===== config.mk =====
export PLATFORM = sky130hd
export DESIGN_NAME = palette_lookup_arbiter
export DESIGN_NICKNAME = d
export VERILOG_FILES = /design/src/rtl/palette_lookup_arbiter.sv
export SDC_FILE = /design/constraint.sdc
export NUM_CORES = 1
export LEC_CHECK = 0
export ABC_AREA = 1
export CORE_MARGIN = 2
export CORE_UTILIZATION = 45
export CTS_CLUSTER_SIZE = 40
export DETAILED_ROUTE_END_ITERATION = 7
export PLACE_DENSITY = 0.7
export SYNTH_ARGS = -nofsm -noshare
export SYNTH_HDL_FRONTEND = slang
export SYNTH_SLANG_ARGS = --single-unit

===== constraint.sdc =====
create_clock -name Clk -period 3.9 [get_ports Clk]
set_clock_uncertainty 0.1 [all_clocks]
set_input_delay 0.78 -clock Clk [delete_from_list [all_inputs] [get_ports Clk]]
set_output_delay 0.78 -clock Clk [all_outputs]
set_load 0.05 [all_outputs]

===== src/rtl/palette_lookup_arbiter.sv =====
`default_nettype none
// ============================================================================
// Module   : palette_lookup_arbiter
// Purpose  : Round-robin arbiter that shares one 16-entry sprite palette ROM
//            (index -> 12-bit RGB) between N_REQ pixel engines. The granted
//            lookup runs through a 2-stage pipeline: select/latch, then palette
//            read, transparency detect and global fade scaling.
// Ports    : Clk, Reset_n      clock / asynchronous active-low reset
//            req, req_index    per-requester request and packed palette index
//            gnt               one-hot grant, combinational in the request cycle
//            stall             freezes pipeline and pointer, suppresses grants
//            fade_level        global brightness 0..15, sampled at grant time
//            rsp_valid/rsp_id  response strobe and owning requester
//            rsp_red/green/blue scaled colour channels, rsp_transp flag
// Revision : 1.0  initial release
// ============================================================================
module palette_lookup_arbiter #(
    parameter int N_REQ     = 4,
    parameter int IDX_W     = 4,
    parameter int TRANS_IDX = 2
) (
    input  logic                       Clk,
    input  logic                       Reset_n,
    input  logic [N_REQ-1:0]           req,
    input  logic [N_REQ*IDX_W-1:0]     req_index,
    output logic [N_REQ-1:0]           gnt,
    input  logic                       stall,
    input  logic [3:0]                 fade_level,
    output logic                       rsp_valid,
    output logic [$clog2(N_REQ)-1:0]   rsp_id,
    output logic [3:0]                 rsp_red,
    output logic [3:0]                 rsp_green,
    output logic [3:0]                 rsp_blue,
    output logic                       rsp_transp
);

    localparam int ID_W = $clog2(N_REQ);

    // Palette contents. Index 2 is the transparent slot and is kept black.
    function automatic logic [11:0] f_palette(input logic [IDX_W-1:0] idx);
        logic [11:0] rgb;
        case (int'(idx))
            0:       rgb = 12'h000;
            1:       rgb = 12'hFFF;
            2:       rgb = 12'h000;
            3:       rgb = 12'hBBF;
            4:       rgb = 12'hF00;
            5:       rgb = 12'h0F0;
            6:       rgb = 12'h00F;
            7:       rgb = 12'hFF0;
            8:       rgb = 12'h0FF;
            9:       rgb = 12'hF0F;
            10:      rgb = 12'h888;
            11:      rgb = 12'hDDE;
            12:      rgb = 12'h444;
            13:      rgb = 12'hF80;
            14:      rgb = 12'h8F8;
            15:      rgb = 12'h48C;
            default: rgb = 12'h000;
        endcase
        return rgb;
    endfunction

    // 4b channel x 5b multiplier (fade+1); result bits [7:4] are the scaled value.
    function automatic logic [3:0] f_scale(input logic [3:0] c, input logic [4:0] m);
        return 4'(({5'b0, c} * {4'b0, m}) >> 4);
    endfunction

    // Unpacked view of the requester indices.
    logic [IDX_W-1:0] w_idx_arr [N_REQ];

    genvar g;
    generate
        for (g = 0; g < N_REQ; g++) begin : g_unpack
            assign w_idx_arr[g] = req_index[g*IDX_W +: IDX_W];
        end
    endgenerate

    // Registered state
    logic [ID_W-1:0]  r_rr_ptr;
    logic             r_s1_valid;
    logic [ID_W-1:0]  r_s1_id;
    logic [IDX_W-1:0] r_s1_idx;
    logic [3:0]       r_s1_fade;
    logic             r_rsp_valid;
    logic [ID_W-1:0]  r_rsp_id;
    logic [3:0]       r_rsp_red;
    logic [3:0]       r_rsp_green;
    logic [3:0]       r_rsp_blue;
    logic             r_rsp_transp;

    // Combinational arbitration
    logic [N_REQ-1:0] w_gnt;
    logic [ID_W-1:0]  w_sel;
    logic             w_found;
    logic             w_xfer;
    int               w_j;

    // Scan upward from the slot after the last winner, wrapping at N_REQ-1.
    // Grants are suppressed during stall and while reset is asserted.
    always_comb begin : p_arb
        w_gnt   = '0;
        w_sel   = '0;
        w_found = 1'b0;
        w_j     = 0;
        if (Reset_n && !stall) begin
            for (int k = 1; k <= N_REQ; k++) begin
                w_j = (int'(r_rr_ptr) + k) % N_REQ;
                if (!w_found && req[ID_W'(w_j)]) begin
                    w_found             = 1'b1;
                    w_gnt[ID_W'(w_j)]   = 1'b1;
                    w_sel               = ID_W'(w_j);
                end
            end
        end
    end

    assign w_xfer = |(req & w_gnt);

    // Stage 2 datapath from the latched stage-1 lookup
    logic [11:0] w_rgb;
    logic [4:0]  w_mult;

    assign w_rgb  = f_palette(r_s1_idx);
    assign w_mult = {1'b0, r_s1_fade} + 5'd1;

    always_ff @(posedge Clk or negedge Reset_n) begin
        if (!Reset_n) begin
            r_rr_ptr     <= ID_W'(N_REQ - 1);
            r_s1_valid   <= 1'b0;
            r_s1_id      <= '0;
            r_s1_idx     <= '0;
            r_s1_fade    <= '0;
            r_rsp_valid  <= 1'b0;
            r_rsp_id     <= '0;
            r_rsp_red    <= '0;
            r_rsp_green  <= '0;
            r_rsp_blue   <= '0;
            r_rsp_transp <= 1'b0;
        end else if (!stall) begin
            // Stage 1: latch the winner; fade is captured per lookup here.
            r_s1_valid <= w_xfer;
            if (w_xfer) begin
                r_rr_ptr  <= w_sel;
                r_s1_id   <= w_sel;
                r_s1_idx  <= w_idx_arr[w_sel];
                r_s1_fade <= fade_level;
            end
            // Stage 2: palette read, fade scaling, transparency detect.
            r_rsp_valid  <= r_s1_valid;
            r_rsp_id     <= r_s1_id;
            r_rsp_red    <= f_scale(w_rgb[11:8], w_mult);
            r_rsp_green  <= f_scale(w_rgb[7:4],  w_mult);
            r_rsp_blue   <= f_scale(w_rgb[3:0],  w_mult);
            r_rsp_transp <= (r_s1_idx == IDX_W'(TRANS_IDX));
        end
    end

    assign gnt        = w_gnt;
    assign rsp_valid  = r_rsp_valid;
    assign rsp_id     = r_rsp_id;
    assign rsp_red    = r_rsp_red;
    assign rsp_green  = r_rsp_green;
    assign rsp_blue   = r_rsp_blue;
    assign rsp_transp = r_rsp_transp;

endmodule
`default_nettype wire

* Word-level counts from Yosys, hierarchy flattened *
Memories as Yosys holds them, arrays and structs flattened.
Index checks and enable logic that the tools add are counted.

storage, ports and cells
  register bits = 29
  bits in latches = 0
  RAM bits = 0
  bits in read-only memories = 192
  output and inout port bits = 20
  word-level logic and storage cells = 92
  memories kept = 1

memory list
  name             words  width  read ports  clocked after memory_dff  wr ports  RTL line  RTL
  (no name shown)  16     12     1           0                         0         42        case (int'(idx))

cells by class
  add/sub/neg operators = 5
  multiply operators = 3
  divide/modulo/power cells = 0
  magnitude comparators = 9
  equality and inequality tests = 1
  shift-type cells = 0
  multiplexer cells = 42
  bitwise gates (word level) = 6
  reduce and logical (&&, ||, !) cells = 14

operator list
  kind                   count
  $mux W4                10
  $mul A4 B5 Y8          3
  $mux W1                18
  $lt A2 B4 Y1 const B   4
  $or A4 B4 Y4           3
  $mux W2                5
  $bmux W1 S2            4
  $bmux W4 S2            1
  $demux W1 S2           4
  $ge A2 B1 Y1 const B   4
  $logic_and A1 B1 Y1    8
  $add A4 B1 Y5 const B  1
  $add A2 B1 Y2 const B  2
  $add A2 B2 Y2 const B  2
  $and A4 B4 Y4          1
  $eq A4 B2 Y1 const B   1
  $logic_not A1 Y1       4
  $reduce_or A4 Y1       1
  $ge A3 B3 Y1 const B   1
  $not A2 Y3             1
  $reduce_and A2 Y1      1
  $not A1 Y1             1

* Longest topological paths before layout *
Gate-level depths: netlist of the first run.

  word-level depth = 22
  gate-level depth with buffers = 22
  gate-level depth less buffers = 22

* Worst setup path before layout of the first run *
No wires, ideal clock.

  kind = register -> register
  start point = register r_s1_idx[0]
  end point = register r_rsp_red[1], in the netlist rsp_red[1]
  arrival time = 3.422 ns
  required time = 3.664 ns
  path slack = 0.242 ns
  stages on the path, launching flop included = 19
  path buffers = 0
  period minus slack after synthesis = 3.658 ns
  cell sequence = dfrtp_1 > inv_1 > ha_1 > nand2_1 > nand2_1 > nand2_1 > o21ai_0 > or2_2 > fa_1 > fa_1 > inv_1 > ha_1 > and3_1 > nand3_1 > nand2_1 > nand2_1 > nand2_1 > xnor2_1 > o21ai_0

between the ends
  longest elaborated chain between the ends = 2

ends and longest elaborated chain
  element                 RTL line  RTL
  start, declared         83        logic [IDX_W-1:0] r_s1_idx;
  start signal, assigned  146       r_s1_idx <= w_idx_arr[w_sel];
  $mem_v2 Z16 W12         -
  $mul A4 B5 Y8           66        return 4'(({5'b0, c} * {4'b0, m}) >> 4);
  end signal, assigned    152       r_rsp_red <= f_scale(w_rgb[11:8], w_mult);
  end, declared           87        logic [3:0] r_rsp_red;

Every way passes these cells.
A chain may end at the register's enable or synchronous reset.

* Final worst setup path of the first run *
  start point = register r_s1_idx[1]
  end point = register r_rsp_green[3], in the netlist rsp_green[3]

between the ends
  longest elaborated chain between the ends = 2

ends and longest elaborated chain
  element               RTL line  RTL
  $mem_v2 Z16 W12       -
  $mul A4 B5 Y8         66
  end signal, assigned  153       r_rsp_green <= f_scale(w_rgb[7:4], w_mult);
  end, declared         88        logic [3:0] r_rsp_green;

Every way passes these cells.

==> metrics.txt, run 1 <==
H-tree levels 2; fill count 751; initial antenna violation count 0; Syn-to-layout area delta 23.5%; ANT cells 0; gpl congestion 0.998; Chip Width 94.3 um; grt ovf 0; status completed; Critical Path RT 3.98 ns; nature of the critical path endpoint register; Max Freq 271 MHz; site row count 32; hold buffer count at CTS 0; Vias/cell 5.06; Critical Path Start Type register; area leader, netlist dfrtp_1; Slew Limit Fails 0; DIE AREA 0.00889 mm2; unrepaired setup endpoints after global routing yes; max-cap violations 0; Sink Count 29; Final Hold Viols 0; synth top area cells dfrtp_1 (18%), nand2_1 (18%), ha_1 (14%); Port Buffers 46; Num CTS Buffers 5; Post-Syn Nets 631; initial core utilization 47.0%; CTS clk-pin slew, worst paths 0.08 ns; CTS tree yes; number of synthesized flops with an enable pin 0; syn_area_per_cell 6.71 um2; Post-Synthesis Cell Area 0.00367 mm2; Final Setup Violations 0; synth unique cells 44; TritonRoute pass-1 iters 4; total negative slack 0 ns; CTS root buf clkbuf_8; HPWL after DPL 7110 um; share of flip-flops with an asynchronous set or reset 100%; clock latency on the worst-skew pair 0.28 ns; Synth Register Bits 29; 1st-iter DRT viols 191; share of the synthesized area in the top cell type 18.4%; main flop type after synthesis dfrtp_1; slew margin rel. 65.5%; largest net degree at the start of global routing 30; fraction of the cycle the final worst path needs 94.6%; warnings from Yosys 0; total track usage 22.0%; Final Critical Period 3.69 ns; post-detailed-route DRC marker count 0; Seq/Total Area, Yosys 19.8%; first-pass GRT wire length 15800 um; Post-Route WL 9080 um; Die H 94.3 um; CP arrival 3.77 ns; total number of vias 3594; CP Class register to register; core area 0.00781 mm2; worst-margin pin slew 0.516 ns; WL per Instance 12.8 um; share of layout cells above drive strength 1 11.5%; CTS Buffer Depth 2; IO Count 47; Mapped Cells 547; HP Class register to register; Nets 691; Detail Route Antenna Nets 0; CP Max Fanout 5; vias in the first global route 3588
[Yosys cell counts (7+ instances only)]
library cell / count
xor2_1: 7
nand2_2: 9
nand3_1: 36
ha_1: 42
o21ai_0: 24
nor2_1: 64
nand4_1: 7
a21oi_1: 17
fa_1: 15
nand2_1: 177
inv_1: 66
dfrtp_1: 27
[per-layer routing]
metal | routed length [um] | global-route usage [%] | share of wire (%) | up-vias
met5 | 0 | 0 | 0 | -
met4 | 158 | 6.64 | 1.7 | 0
li1 | - | - | - | 1852
met1 | 4150 | 29.3 | 46 | 1623
met3 | 467 | 3.53 | 5.1 | 21
met2 | 4310 | 36.6 | 47 | 98
[registers in the layout, indices dropped and copies added (netlist names)]
register / flops
r_rr_ptr: 2
r_s1_fade: 4
r_s1_id: 2
r_s1_idx: 4
r_s1_valid: 1
rsp_blue: 4
rsp_green: 4
rsp_id: 2
rsp_red: 4
rsp_transp: 1
rsp_valid: 1
[critical path, cell delays in order (launching register included)]
cell	delay [ns]
dfrtp_1	0.43
buf_4	0.15
ha_1	0.16
inv_1	0.08
nand2_1	0.10
a21oi_2	0.17
a21boi_1	0.21
nor3_2	0.07
inv_1	0.09
nor2_1	0.06
fa_1	0.50
inv_1	0.05
fa_1	0.52
inv_1	0.07
ha_4	0.25
nand2_1	0.06
a21oi_1	0.07
a211oi_2	0.18
nand3b_1	0.11
nand3_1	0.09
nand2_1	0.05
[cell usage in the layout (no fill, tap or decap), drive strengths merged, types with 2 or more instances in the layout]
master	Yosys	final
nand3	40	40
or2	2	2
nor4	2	2
a21boi	2	2
buf	7	21
o21ai	27	27
nand2	187	187
dfstp	2	2
nor2	70	70
inv	69	69
o21a	2	2
fa	15	15
xnor2	2	2
dfrtp	27	27
clkdlybuf4s50	0	42
xor2	7	7
nor3	4	4
nand4	7	7
clkbuf	3	6
a31oi	2	2
clkinv	2	2
ha	42	42
a21oi	18	18
[stage by stage]
stage	utilization (%)	instances	worst slack, ns	area [um2]	hold WS, ns
6_report	58.0	710	0.210	4530	0.375
5_1_grt	58.0	710	-0.0557	4530	0.402
4_1_cts	57.0	707	0.0283	4450	0.377
3_5_place_dp	55.5	699	0.0376	4330	0.364
3_3_place_gp	55.5	699	0.136	4330	0.358
2_1_floorplan	-	547	0.242	3670	0.342
[timing repair]
action / 4_1_cts / 5_1_grt
resized for setup: 0 / 15
setup endpoints to repair: 0 / 12
hold endpoints to repair: 0 / 0
setup buffers: 0 / 3
[logic make-up (layout without fill, tap and decap cells)]
group                    count (synthesis)  in the layout  share of synthesized area, %
AND/OR/NAND/NOR                        315            315                          37.6
buffers and inverters                   81            142                          9.38
adder cells (fa/ha/maj)                 57             57                          22.5
AO/OA/AOI/OAI                           56             56                          8.56
flip-flops                              29             29                          19.8
XOR/XNOR                                 9              9                          2.15
[worst paths after layout]
| path | startpoint | end | slack, ns | cells past startpoint |
|---|---|---|---|---|
| max in group asynchronous | Reset_n | r_rr_ptr[1]$_DFFE_PN1P_ | 2.54 | 2 |
| setup / recovery | r_s1_idx[1]$_DFFE_PN0P_ | rsp_green[3]$_DFFE_PN0N_ | 0.21 | 20 |
| min in group asynchronous | Reset_n | rsp_red[3]$_DFFE_PN0N_ | 0.82 | 2 |
| hold reg to reg | r_s1_id[1]$_DFFE_PN0P_ | rsp_id[1]$_DFFE_PN0N_ | 0.37 | 2 |
| setup reg to reg | r_s1_idx[1]$_DFFE_PN0P_ | rsp_green[3]$_DFFE_PN0N_ | 0.21 | 20 |
| hold / removal | r_s1_id[1]$_DFFE_PN0P_ | rsp_id[1]$_DFFE_PN0N_ | 0.37 | 2 |
[layout make-up]
class | instances | area [um2] | share of cell area, %
Tap cell | 102 | 128 | 2.82
Inverter | 71 | 274 | 6.05
Timing Repair Buffer | 63 | 628 | 13.9
Clock buffer | 6 | 82.6 | 1.82
Sequential cell | 29 | 728 | 16.1
Clock inverter | 2 | 37.5 | 0.828
Multi-Input combinational cell | 437 | 2650 | 58.6
Power of run 1 is left out: the tool's default activity adds up to more than one toggle a clock period on the data nets, which glitch-free logic cannot reach.
==> run 2: changes to the inputs <==
--- a/config.mk
+++ b/config.mk
@@ -11,6 +11,7 @@
 export CTS_CLUSTER_SIZE = 40
 export DETAILED_ROUTE_END_ITERATION = 7
 export PLACE_DENSITY = 0.7
+export SLEW_MARGIN = 5
 export SYNTH_ARGS = -nofsm -noshare
 export SYNTH_HDL_FRONTEND = slang
 export SYNTH_SLANG_ARGS = --single-unit
==> results of run 2 <==
The final DEF is identical to that of run 1; final timing and power are the same.
Power of run 2 is left out for the same reason.
==> run 3: changes to the inputs <==
--- a/config.mk
+++ b/config.mk
@@ -8,9 +8,10 @@
 export ABC_AREA = 1
 export CORE_MARGIN = 2
 export CORE_UTILIZATION = 45
+export CTS_BUF_LIST = sky130_fd_sc_hd__clkbuf_8
 export CTS_CLUSTER_SIZE = 40
 export DETAILED_ROUTE_END_ITERATION = 7
-export PLACE_DENSITY = 0.7
+export PLACE_DENSITY = 0.67
 export SLEW_MARGIN = 5
 export SYNTH_ARGS = -nofsm -noshare
 export SYNTH_HDL_FRONTEND = slang
==> constraint.sdc (replaced) <==
create_clock -name Clk -period 3.7 [get_ports Clk]
set_clock_uncertainty 0.1 [all_clocks]
set_input_delay 0.74 -clock Clk [delete_from_list [all_inputs] [get_ports Clk]]
set_output_delay 0.74 -clock Clk [all_outputs]
set_load 0.05 [all_outputs]
==> run 3 against run 2 <==
Compared with the run above: first-iteration DRC count up 25%; wire length grew 4.7%; final cell count grew 1.3%; register-to-register slack got worse by 0.02 ns; die area unchanged; flip-flop and latch count unchanged; sequential share of layout area is 0.51 points lower; critical path depth unchanged; final area grew 3.4%; core utilization is 2.0 points higher; critical path type unchanged.
==> metrics.txt, run 3 (synthesis gave the netlist of run 1 again) <==
Post-Route WL 9510 um (was 9080 um); CP arrival 3.60 ns (was 3.77 ns); TritonRoute pass-1 iters 5 (was 4); Max Freq 285 MHz (was 271 MHz); Sink Count 29 (unchanged); 1st-iter DRT viols 239 (was 191); Final Critical Period 3.51 ns (was 3.69 ns); met1 Use GR 32.9% (was 29.3%); Port Buffers 46 (unchanged); M2 GR Usage 37.5% (was 36.6%); grt ovf 0 (unchanged); clock latency on the worst-skew pair 0.30 ns (was 0.28 ns); HP Class register to register (unchanged); CTS Buffer Depth 2 (unchanged); Vias/cell 5.13 (was 5.06); vias in the first global route 3649 (was 3588); Placed Area 0.00439 mm2 (was 0.00433 mm2); Crit path max-delay family adder cells (unchanged); Worst path max stage delay 0.54 ns (was 0.52 ns); unrepaired setup endpoints after global routing yes (unchanged); GRT met3 Usage 3.13% (was 3.53%); CP Cell Sequence buf_4 > ha_1 > inv_2 > nand2_2 > a21oi_2 > a21boi_2 > nor3_2 > inv_1 > nor2_1 > fa_1 > inv_2 > fa_1 > inv_2 > ha_4 > nand2_1 > a21oi_1 > a211oi_2 > nand3b_1 > nand3_1 > nand2_1 (was buf_4 > ha_1 > inv_1 > nand2_1 > a21oi_2 > a21boi_1 > nor3_2 > inv_1 > nor2_1 > fa_1 > inv_1 > fa_1 > inv_1 > ha_4 > nand2_1 > a21oi_1 > a211oi_2 > nand3b_1 > nand3_1 > nand2_1); status completed (unchanged); total track usage 23.2% (was 22.0%); CTS root buf clkbuf_8 (unchanged); CP most frequent cell inv_2 (was inv_1); final instance area 0.00469 mm2 (was 0.00453 mm2); fill count 751 (unchanged); first-pass GRT wire length 16500 um (was 15800 um); site row count 32 (unchanged); Num CTS Buffers 5 (unchanged); CTS tree yes (unchanged); Slew Limit Fails 0 (unchanged); Bufs and invs on worst path 5 (unchanged); Critical Path Start Type register (unchanged); most frequent cells in the layout nand2_1 (168), nor2_1 (64), inv_1 (60) (was nand2_1 (175), inv_1 (64), nor2_1 (64)); initial core utilization 47.0% (unchanged); HPWL after DPL 7170 um (was 7110 um); fraction of the cycle the final worst path needs 94.8% (was 94.6%); initial antenna violation count 0 (unchanged); core area 0.00781 mm2 (unchanged); cell at the slowest stage of the critical path fa_1 (unchanged); IO Count 47 (unchanged); CP Class register to register (unchanged); nature of the critical path endpoint register (unchanged); CP Max Fanout 4 (was 5); Chip Width 94.3 um (unchanged); hold buffer count at CTS 0 (unchanged); Final Setup Violations 0 (unchanged); Nets 700 (was 691); Final Hold Viols 0 (unchanged); H-tree levels 2 (unchanged); Critical Path RT 3.79 ns (was 3.98 ns); total number of vias 3690 (was 3594); most used routing layer met2 (unchanged); most common cell after layout, fill and taps aside nand2_1 (unchanged); post-detailed-route DRC marker count 0 (unchanged); slew margin rel. 64.5% (was 65.5%); max-cap violations 0 (unchanged); gpl congestion 0.930 (was 0.998); CTS clk-pin slew, worst paths 0.07 ns (was 0.08 ns); WL per Instance 13.2 um (was 12.8 um); largest net degree at the start of global routing 30 (unchanged); ANT cells 0 (unchanged); Syn-to-layout area delta 27.8% (was 23.5%); DIE AREA 0.00889 mm2 (unchanged); Detail Route Antenna Nets 0 (unchanged); share of layout cells above drive strength 1 15.9% (was 11.5%); Die H 94.3 um (unchanged); worst-margin pin slew 0.530 ns (was 0.516 ns)
-- run 3: worst paths after layout --
| check | start | endpoint | slack [ns] | cells past startpoint |
|---|---|---|---|---|
| max reg2reg | r_s1_idx[1]$_DFFE_PN0P_ | rsp_green[3]$_DFFE_PN0N_ | 0.19 | 20 |
| min reg2reg | rsp_id[0]$_DFFE_PN0N_ | rsp_id[0]$_DFFE_PN0N_ | 0.38 | 2 |
| max | r_s1_idx[1]$_DFFE_PN0P_ | rsp_green[3]$_DFFE_PN0N_ | 0.19 | 20 |
| max in group asynchronous | Reset_n | r_rr_ptr[1]$_DFFE_PN1P_ | 2.34 | 2 |
| min in group asynchronous | Reset_n | rsp_transp$_DFFE_PN0N_ | 0.82 | 2 |
| min | rsp_id[0]$_DFFE_PN0N_ | rsp_id[0]$_DFFE_PN0N_ | 0.38 | 2 |
-- run 3: what timing repair did --
item                                    CTS  global route
endpoints found under the setup margin    3            12
gates resized for setup                   0            47
buffers inserted                          1             3
pin swaps                                 0            21
-- run 3: area by class of cell --
type,instances,area [um2],share of cell area [%]
Inverter,71,274,5.85
Timing Repair Buffer,72,703,15.0
Multi-Input combinational cell,437,2760,58.9
Sequential cell,29,729,15.6
Clock inverter,2,7.51,0.160
Clock buffer,6,82.6,1.76
Tap cell,102,128,2.72
-- run 3: routing by layer --
metal	routed length [um]	vias to the layer above
li1	-	1869
met1	4490	1715
met2	4560	94
met3	380	12
met4	85	0
met5	0	-
-- run 3: worst min-delay path, cell delays in order, from the launching register on --
cell     delay (ns)
dfrtp_1        0.34
nand2_1        0.05
nand2_1        0.05
-- run 3: metrics by stage --
stage | TNS [ns] | utilization [%] | cells | setup slack, ns | hold WS [ns]
floorplan | 0 | - | 547 | 0.0416 | 0.342
global placement | 0 | 56.3 | 707 | 0.0727 | 0.361
detailed placement | -0.00331 | 56.3 | 707 | -0.00331 | 0.365
CTS | 0 | 57.5 | 716 | 0.00965 | 0.388
global route | -0.124 | 60.0 | 719 | -0.0657 | 0.412
finish | 0 | 60.0 | 719 | 0.191 | 0.381
Power of run 3 is left out for the same reason.
